### src/rtl/rx_deframer_pkg.sv
// Shared definitions for the rx_deframer slice: FSM state encoding and CRC-8 constants.
package rx_deframer_pkg;

  typedef enum logic [2:0] {
    ST_IDLE = 3'd0,
    ST_SKIP = 3'd1,
    ST_HDR  = 3'd2,
    ST_PAY  = 3'd3,
    ST_CRC  = 3'd4,
    ST_DONE = 3'd5,
    ST_CLR  = 3'd6
  } rx_state_t;

  localparam logic [7:0] CRC8_POLY = 8'h07;
  localparam logic [7:0] CRC8_INIT = 8'h00;

  // One serial CRC-8 step, data bit taken MSB-first.
  function automatic logic [7:0] crc8_step(input logic [7:0] crc, input logic din);
    return {crc[6:0], 1'b0} ^ (((crc[7] ^ din) == 1'b1) ? CRC8_POLY : 8'h00);
  endfunction

endpackage

### src/rtl/rx_deframer_crc8.sv
// Serial bit-in CRC-8 (poly 0x07, init 0x00) with synchronous clear and enable.
module rx_deframer_crc8
  import rx_deframer_pkg::*;
(
  input  logic       clk,
  input  logic       rst_n,
  input  logic       clr,
  input  logic       en,
  input  logic       din,
  output logic [7:0] crc
);

  // CRC register: cleared between packets, advanced one bit per enabled cycle.
  always_ff @(posedge clk or negedge rst_n) begin
    if (!rst_n) begin
      crc <= CRC8_INIT;
    end else if (clr) begin
      crc <= CRC8_INIT;
    end else if (en) begin
      crc <= crc8_step(crc, din);
    end
  end

endmodule

### src/rtl/rx_deframer.sv
// rx_deframer: sign-corrects the BPSK stream after a boundary, parses a length header
// and emits payload bytes with start/end/error strobes, then re-arms the detector.
// Optional build macro RX_CRC_EN appends an 8-bit CRC field checked after the payload.
//
// state | meaning
// IDLE  | waiting for a BD_flag rising edge
// SKIP  | discarding RX_HDR_SKIP training-tail symbols
// HDR   | shifting in the length header, MSB first
// PAY   | shifting in payload bytes
// CRC   | shifting in the received CRC byte (RX_CRC_EN only)
// DONE  | packet complete, disassert_BD follows
// CLR   | waiting for the stale BD_flag to drop
module rx_deframer
  import rx_deframer_pkg::*;
#(
  parameter int MAX_WINDOW_WIDTH = 8,
  parameter int LEN_WIDTH        = 8,
  parameter int MAX_LEN_BYTES    = 200
) (
  input  logic                        clk,
  input  logic                        rst_n,
  input  logic [MAX_WINDOW_WIDTH-1:0] RX_HDR_SKIP,
  input  logic                        BPSK,
  input  logic                        PD_flag,
  input  logic                        BD_flag,
  input  logic                        BD_sgn,
  output logic [7:0]                  byte_data,
  output logic                        byte_vld,
  output logic                        pkt_start,
  output logic                        pkt_end,
  output logic [LEN_WIDTH-1:0]        pkt_len,
  output logic                        pkt_err,
  output logic                        crc_ok,
  output logic                        disassert_BD
);

  localparam int                   HCW      = $clog2(LEN_WIDTH + 1);
  localparam logic [HCW-1:0]       HDR_BITS = HCW'(LEN_WIDTH);
  localparam logic [LEN_WIDTH-1:0] MAX_LEN  = LEN_WIDTH'(MAX_LEN_BYTES);

  rx_state_t                   state, state_nxt;
  logic                        bd_d, sgn_q, bit_c, bd_rise, abort;
  logic [MAX_WINDOW_WIDTH-1:0] skip_cnt;
  logic [HCW-1:0]              hdr_cnt;
  logic [2:0]                  bit_cnt;
  logic [LEN_WIDTH-1:0]        byte_rem, len_now;
  logic [LEN_WIDTH-2:0]        hdr_sh;
  logic [6:0]                  pay_sh;
  logic                        hdr_last, byte_last, pay_last, crc_last;
  logic                        vld_nxt, start_nxt, end_nxt, err_nxt, dis_nxt;

  assign bit_c     = BPSK ^ ~sgn_q;
  assign bd_rise   = BD_flag & ~bd_d;
  assign len_now   = {hdr_sh, bit_c};
  assign hdr_last  = (state == ST_HDR) && (hdr_cnt == HCW'(1));
  assign byte_last = (state == ST_PAY) && (bit_cnt == 3'd7);
  assign pay_last  = byte_last && (byte_rem == LEN_WIDTH'(1));
  assign crc_last  = (state == ST_CRC) && (bit_cnt == 3'd7);
  // IDLE and CLR are already quiescent, so PD loss only matters elsewhere.
  assign abort     = ~PD_flag && (state inside {ST_SKIP, ST_HDR, ST_PAY, ST_CRC, ST_DONE});

  // State register.
  always_ff @(posedge clk or negedge rst_n) begin
    if (!rst_n) state <= ST_IDLE;
    else        state <= state_nxt;
  end

  // Next-state logic; PD loss overrides every other transition.
  always_comb begin
    state_nxt = state;
    case (state)
      ST_IDLE: if (bd_rise) state_nxt = (RX_HDR_SKIP == '0) ? ST_HDR : ST_SKIP;
      ST_SKIP: if (skip_cnt == MAX_WINDOW_WIDTH'(1)) state_nxt = ST_HDR;
      ST_HDR:  if (hdr_last) state_nxt = ((len_now == '0) || (len_now > MAX_LEN)) ? ST_DONE : ST_PAY;
`ifdef RX_CRC_EN
      ST_PAY:  if (pay_last) state_nxt = ST_CRC;
`else
      ST_PAY:  if (pay_last) state_nxt = ST_DONE;
`endif
      ST_CRC:  if (crc_last) state_nxt = ST_DONE;
      ST_DONE: state_nxt = ST_CLR;
      ST_CLR:  if (!BD_flag) state_nxt = ST_IDLE;
      default: state_nxt = ST_IDLE;
    endcase
    if (abort) state_nxt = ST_IDLE;
  end

  // Output strobe decode; a byte completing on the abort cycle is still emitted.
  always_comb begin
    vld_nxt   = byte_last;
    start_nxt = byte_last && (byte_rem == pkt_len);
    end_nxt   = PD_flag && hdr_last && (len_now == '0);
`ifdef RX_CRC_EN
    end_nxt   = end_nxt || (PD_flag && crc_last);
`else
    end_nxt   = end_nxt || (PD_flag && pay_last);
`endif
    err_nxt   = (abort && (state inside {ST_HDR, ST_PAY, ST_CRC})) ||
                (PD_flag && hdr_last && (len_now > MAX_LEN));
    dis_nxt   = (state == ST_DONE) && PD_flag;
  end

  // Counters, shift registers and the latched boundary polarity.
  always_ff @(posedge clk or negedge rst_n) begin
    if (!rst_n) begin
      bd_d     <= 1'b0;
      sgn_q    <= 1'b0;
      skip_cnt <= '0;
      hdr_cnt  <= '0;
      bit_cnt  <= '0;
      byte_rem <= '0;
      hdr_sh   <= '0;
      pay_sh   <= '0;
    end else begin
      bd_d <= BD_flag;
      if ((state == ST_IDLE) && bd_rise) sgn_q <= BD_sgn;
      if (state == ST_IDLE)      skip_cnt <= RX_HDR_SKIP;
      else if (state == ST_SKIP) skip_cnt <= skip_cnt - MAX_WINDOW_WIDTH'(1);
      if (state == ST_HDR) begin
        hdr_cnt <= hdr_cnt - HCW'(1);
        hdr_sh  <= len_now[LEN_WIDTH-2:0];
      end else begin
        hdr_cnt <= HDR_BITS;
      end
      if (state inside {ST_PAY, ST_CRC}) begin
        bit_cnt <= bit_cnt + 3'd1;
        pay_sh  <= {pay_sh[5:0], bit_c};
      end else begin
        bit_cnt <= '0;
      end
      if (hdr_last)       byte_rem <= len_now;
      else if (byte_last) byte_rem <= byte_rem - LEN_WIDTH'(1);
    end
  end

  // Registered outputs.
  always_ff @(posedge clk or negedge rst_n) begin
    if (!rst_n) begin
      byte_data    <= '0;
      byte_vld     <= 1'b0;
      pkt_start    <= 1'b0;
      pkt_end      <= 1'b0;
      pkt_len      <= '0;
      pkt_err      <= 1'b0;
      disassert_BD <= 1'b0;
    end else begin
      byte_vld     <= vld_nxt;
      pkt_start    <= start_nxt;
      pkt_end      <= end_nxt;
      pkt_err      <= err_nxt;
      disassert_BD <= dis_nxt;
      if (byte_last)            byte_data <= {pay_sh, bit_c};
      if (hdr_last && PD_flag)  pkt_len   <= len_now;
    end
  end

`ifdef RX_CRC_EN
  logic [7:0] crc_calc;

  rx_deframer_crc8 u_crc (
    .clk   (clk),
    .rst_n (rst_n),
    .clr   (state == ST_IDLE),
    .en    (state == ST_PAY),
    .din   (bit_c),
    .crc   (crc_calc)
  );

  // CRC verdict, updated with each pkt_end; an empty payload has nothing to check.
  always_ff @(posedge clk or negedge rst_n) begin
    if (!rst_n)       crc_ok <= 1'b1;
    else if (end_nxt) crc_ok <= crc_last ? ({pay_sh, bit_c} == crc_calc) : 1'b1;
  end
`else
  assign crc_ok = 1'b1;
`endif

endmodule

### config.mk
export PLATFORM = sky130hd
export DESIGN_NAME = rx_deframer
export DESIGN_NICKNAME = d
export VERILOG_FILES = /design/src/rtl/rx_deframer_pkg.sv /design/src/rtl/rx_deframer_crc8.sv /design/src/rtl/rx_deframer.sv
export SDC_FILE = /design/constraint.sdc
export NUM_CORES = 1
export LEC_CHECK = 0
export ABC_AREA = 1
export CORE_ASPECT_RATIO = 0.75
export CORE_UTILIZATION = 63
export DETAILED_ROUTE_END_ITERATION = 6
export DONT_BUFFER_PORTS = 1
export GPL_TIMING_DRIVEN = 1
export PLACE_DENSITY = 0.79
export SLEW_MARGIN = 20
export SYNTH_ARGS = -nofsm -noshare
export SYNTH_HDL_FRONTEND = slang
export SYNTH_SLANG_ARGS = --single-unit
### constraint.sdc
create_clock -name clk -period 2.01 [get_ports clk]
set_clock_uncertainty 0.2 [all_clocks]
set_input_delay 0.201 -clock clk [delete_from_list [all_inputs] [get_ports clk]]
set_output_delay 0.201 -clock clk [all_outputs]
set_load 0.05 [all_outputs]
==> flow_metrics.tcl <==
set metrics [dict create \
    grt.total_usage_pct 28.53 \
    hold_class "in2reg" \
    arrival_ns 1.96 \
    dominant_combinational_cell_family_by_area_after_synthesis "simple AND/OR/NAND/NOR gates" \
    period_share_pct 95.11 \
    worst_r2r_endpoint "pkt_len[0]$_DFFE_PN0P_" \
    worst_r2r_path_depth 8 \
    critical_path.startpoint_type "flop" \
    die-area_um2 5372 \
    number_of_different_library_cells_in_the_post_synthesis_netlist 33 \
    finalSetupViolations 0 \
    layoutNonFillerInstCount 459 \
    n_antenna_cell 0 \
    drc_errors 4 \
    place.detailed.hpwl_mm 4.583 \
    routed_wire_length_per_instance_um 14.84 \
    cap_violations 0 \
    grt_max_degree 64 \
    detailed_route_vias_per_instance 5.617 \
    grt_pass1_wl_mm 11.44 \
    ctsRootBufferMaster "sky130_fd_sc_hd__clkbuf_8" \
    finalHoldViolCount 0 \
    antenna_found_initial 0 \
    timing_worst_slew_pin_value_ns 0.5377 \
    min_period_ns 1.912 \
    postRouteWirelength_mm 6.812 \
    synth.cell_area_um2 3201 \
    place_worst_setup_slack_ns 0.1571 \
    critical_path.n_buffers_inverters 2 \
    syn_avg_cell_area_um2 8.697 \
    fp.dieW_um 84.30 \
    mappedNetlistNets 390 \
    share_of_synthesized_cell_area_in_and_or_nand_and_nor_gates_pct 24.12 \
    synth-warning-count 0 \
    pin_count 36 \
    worst_path_largest_cell_delay_ns 0.48 \
    clock_path_buffers 2 \
    final_common_cell "sky130_fd_sc_hd__nand2_1" \
    postCtsResizedCells 0 \
    multiInputGateArea_um2 1378 \
    die_height_um 63.73 \
    critical_path.startpoint "state[1]$_DFFE_PN0P_" \
    place_congestion 0.9079 \
    seq_area_um2 1577 \
    cts_htree_levels 3 \
    cellPowerDensity_nw_per_um2 1304 \
    power.total_mw 4.759 \
    crit_cells 8 \
    vdd_ir_drop_max_mv 0.7180 \
    r2r_start "state[1]$_DFFE_PN0P_" \
    timing.slew.headroom_pct 64.15 \
    r2r_setup_slack_ns 0.1 \
    detailedRoute.firstIterationViolations 253 \
    clk-insertion-delay-late_ns 0.34 \
    violations_in_the_final_reports "design-rule violations" \
    tritoncts.num_buffers 9 \
    area_growth_syn_to_layout_pct 14.03 \
    layout-drive-gt1-share_pct 12.28 \
    power_leakage_nw 1.827 \
    drt_pre_antenna_iters 7 \
    rsz_0062_raised_after_global_routing "false" \
    cp_top_family "simple AND/OR/NAND/NOR gates" \
    final_cell_mix "sky130_fd_sc_hd__nand2_1 (90), sky130_fd_sc_hd__dfrtp_1 (63), sky130_fd_sc_hd__inv_1 (51), sky130_fd_sc_hd__nor2_1 (31), sky130_fd_sc_hd__o21ai_0 (27)" \
    postSynthCellCount 368 \
    share_of_synthesized_area_spent_on_multiplexers_pct 0 \
    setup_tns_ns 0 \
    timing.final.max_slew_violations 0 \
    yosys_register_bits 63 \
    path_cells "nand2_2 -> nor2_8 -> nand3_4 -> inv_4 -> nand2_4 -> inv_1 -> nand2_1 -> o21ai_0" \
    setup_ws_ns 0.09837 \
    port-buffer-count 0 \
    global_route.overflow_total 0 \
    nNetsFinal 417 \
    critPathKind "reg2reg" \
    compound_cell_area_share_of_the_yosys_netlist_pct 11.30 \
    timing.critical_path.slowest_stage_cell "sky130_fd_sc_hd__dfrtp_1" \
    cp-endpoint "pkt_len[0]$_DFFE_PN0P_" \
    final.fill_count 347 \
    status "complete, but fails checks" \
    tritoncts_num_sinks 63 \
    first_global_vias 2415 \
    synth_fa_ha_area_share_pct 3.127 \
    num_rows 22 \
    cp-end-kind "flop" \
    maximum_operating_frequency_ghz 0.5231 \
    synth_sequential_area_ratio_pct 49.26 \
    drtAntennaViolNets 0 \
    critical_path.max_fanout 16 \
    clkTransAtPathRegs_ns 0.07 \
    vias 2578 \
    core_region_area_um2 4900 \
    yosys.area_share.xor_xnor_pct 4.378 \
    critPathRequiredTime_ns 2.05 \
    floorplan.initialDensity_pct 65.32 \
    cts_tree "built" \
    dpl.cell_count 426 \
]
==> layer usage <==
| metal | share of wire (%) | track usage [%] | routed length [um] | vias up |
|---|---|---|---|---|
| li1 | - | - | - | 1235 |
| met1 | 47 | 40.49 | 3216 | 1201 |
| met2 | 42 | 40.06 | 2886 | 123 |
| met3 | 8.3 | 9.830 | 568 | 19 |
| met4 | 2.1 | 11.42 | 140 | 0 |
| met5 | 0 | 0 | 0 | - |
==> what timing repair did <==
action / 4_1_cts / 5_1_grt
buffers inserted: 0 / 5
hold buffers: 13 / 0
endpoints found under the hold margin: 85 / 0
setup endpoints to repair: 0 / 1
==> where the power goes <==
group,total (mW),switching (mW),internal (mW)
registers,1.90,0.314,1.58
clock network,1.10,0.471,0.627
logic,1.77,1.12,0.648
==> worst min-delay path by stage <==
stage	start	end	slack, ns	depth (start not counted)
floorplan	rst_n	bd_d$_DFF_PN0_	-0.29	0
global route	BPSK	hdr_sh[0]$_DFFE_PN0P_	0.12	4
detailed placement	rst_n	disassert_BD$_DFF_PN0_	-0.29	0
global placement	rst_n	disassert_BD$_DFF_PN0_	-0.29	0
CTS	BPSK	hdr_sh[0]$_DFFE_PN0P_	0.07	4
finish	BPSK	hdr_sh[0]$_DFFE_PN0P_	0.09	4
==> synthesized netlist by cell type <==
master,number,area [um^2]
sky130_fd_sc_hd__a21oi_1,5,25.02
sky130_fd_sc_hd__nand3b_1,1,7.510
sky130_fd_sc_hd__a32oi_1,1,8.760
sky130_fd_sc_hd__o221ai_1,9,78.83
sky130_fd_sc_hd__clkbuf_1,4,15.01
sky130_fd_sc_hd__nor2_4,2,22.52
sky130_fd_sc_hd__nor2_1,31,116.4
sky130_fd_sc_hd__buf_4,1,7.510
sky130_fd_sc_hd__xnor2_1,8,70.07
sky130_fd_sc_hd__nor3_1,6,30.03
sky130_fd_sc_hd__buf_6,2,22.52
sky130_fd_sc_hd__inv_2,1,3.750
sky130_fd_sc_hd__nand2_1,90,337.8
sky130_fd_sc_hd__nand4_1,4,25.02
sky130_fd_sc_hd__inv_4,1,6.260
sky130_fd_sc_hd__o22ai_2,2,25.02
sky130_fd_sc_hd__nand3_1,20,100.1
sky130_fd_sc_hd__nand3_4,2,35.03
sky130_fd_sc_hd__conb_1,1,3.750
sky130_fd_sc_hd__dfrtp_1,63,1577
sky130_fd_sc_hd__o21ai_2,6,52.55
sky130_fd_sc_hd__nand3_2,1,10.01
sky130_fd_sc_hd__nor2_2,1,6.260
sky130_fd_sc_hd__inv_1,51,191.4
sky130_fd_sc_hd__ha_1,8,100.1
sky130_fd_sc_hd__nand2_4,2,22.52
sky130_fd_sc_hd__xor2_1,8,70.07
sky130_fd_sc_hd__nor2_8,2,40.04
sky130_fd_sc_hd__o22ai_1,1,6.260
sky130_fd_sc_hd__a21o_1,1,7.510
sky130_fd_sc_hd__o211ai_1,3,22.52
sky130_fd_sc_hd__nand2_2,3,18.77
sky130_fd_sc_hd__o21ai_0,27,135.1
==> cell type report <==
cell class                 instances  share of cell area (%)
sequential                        63                   43.20
clock inverter                     4                   1.234
inverter                          53                   5.519
multi-input combinational        245                   37.74
tap                               60                   2.057
clock buffer                      11                   4.148
timing repair buffer              23                   6.102
==> per-stage QoR <==
stage,instance area (um^2),hold WS (ns),utilization [%]
2_1_floorplan,3201,-0.2946,-
3_3_place_gp,3268,-0.2933,66.70
3_5_place_dp,3268,-0.2932,66.70
4_1_cts,3612,0.07210,73.72
5_1_grt,3650,0.1229,74.49
6_report,3650,0.08773,74.49
==> cell families after synthesis <==
kind of cell	after synthesis
compound gates	55
buf+inv	60
simple gates	165
other cells	1
xor+xnor	16
fa+ha+maj	8
flops	63
==> tightest hold or removal path: cells and delay by family <==
family,cells,cell delay (ns)
AND/OR/NAND/NOR,3,0.33
AO/OA/AOI/OAI,1,0.06
==> sequential cells by signal (all words and copies together), names as in the netlist, 3 cells and up <==
signal	count
hdr_cnt	4
pkt_len	8
byte_rem	8
bit_cnt	3
hdr_sh	7
state	3
pay_sh	7
byte_data	8
skip_cnt	8
Note: power is estimated with default switching activity, not from simulation.
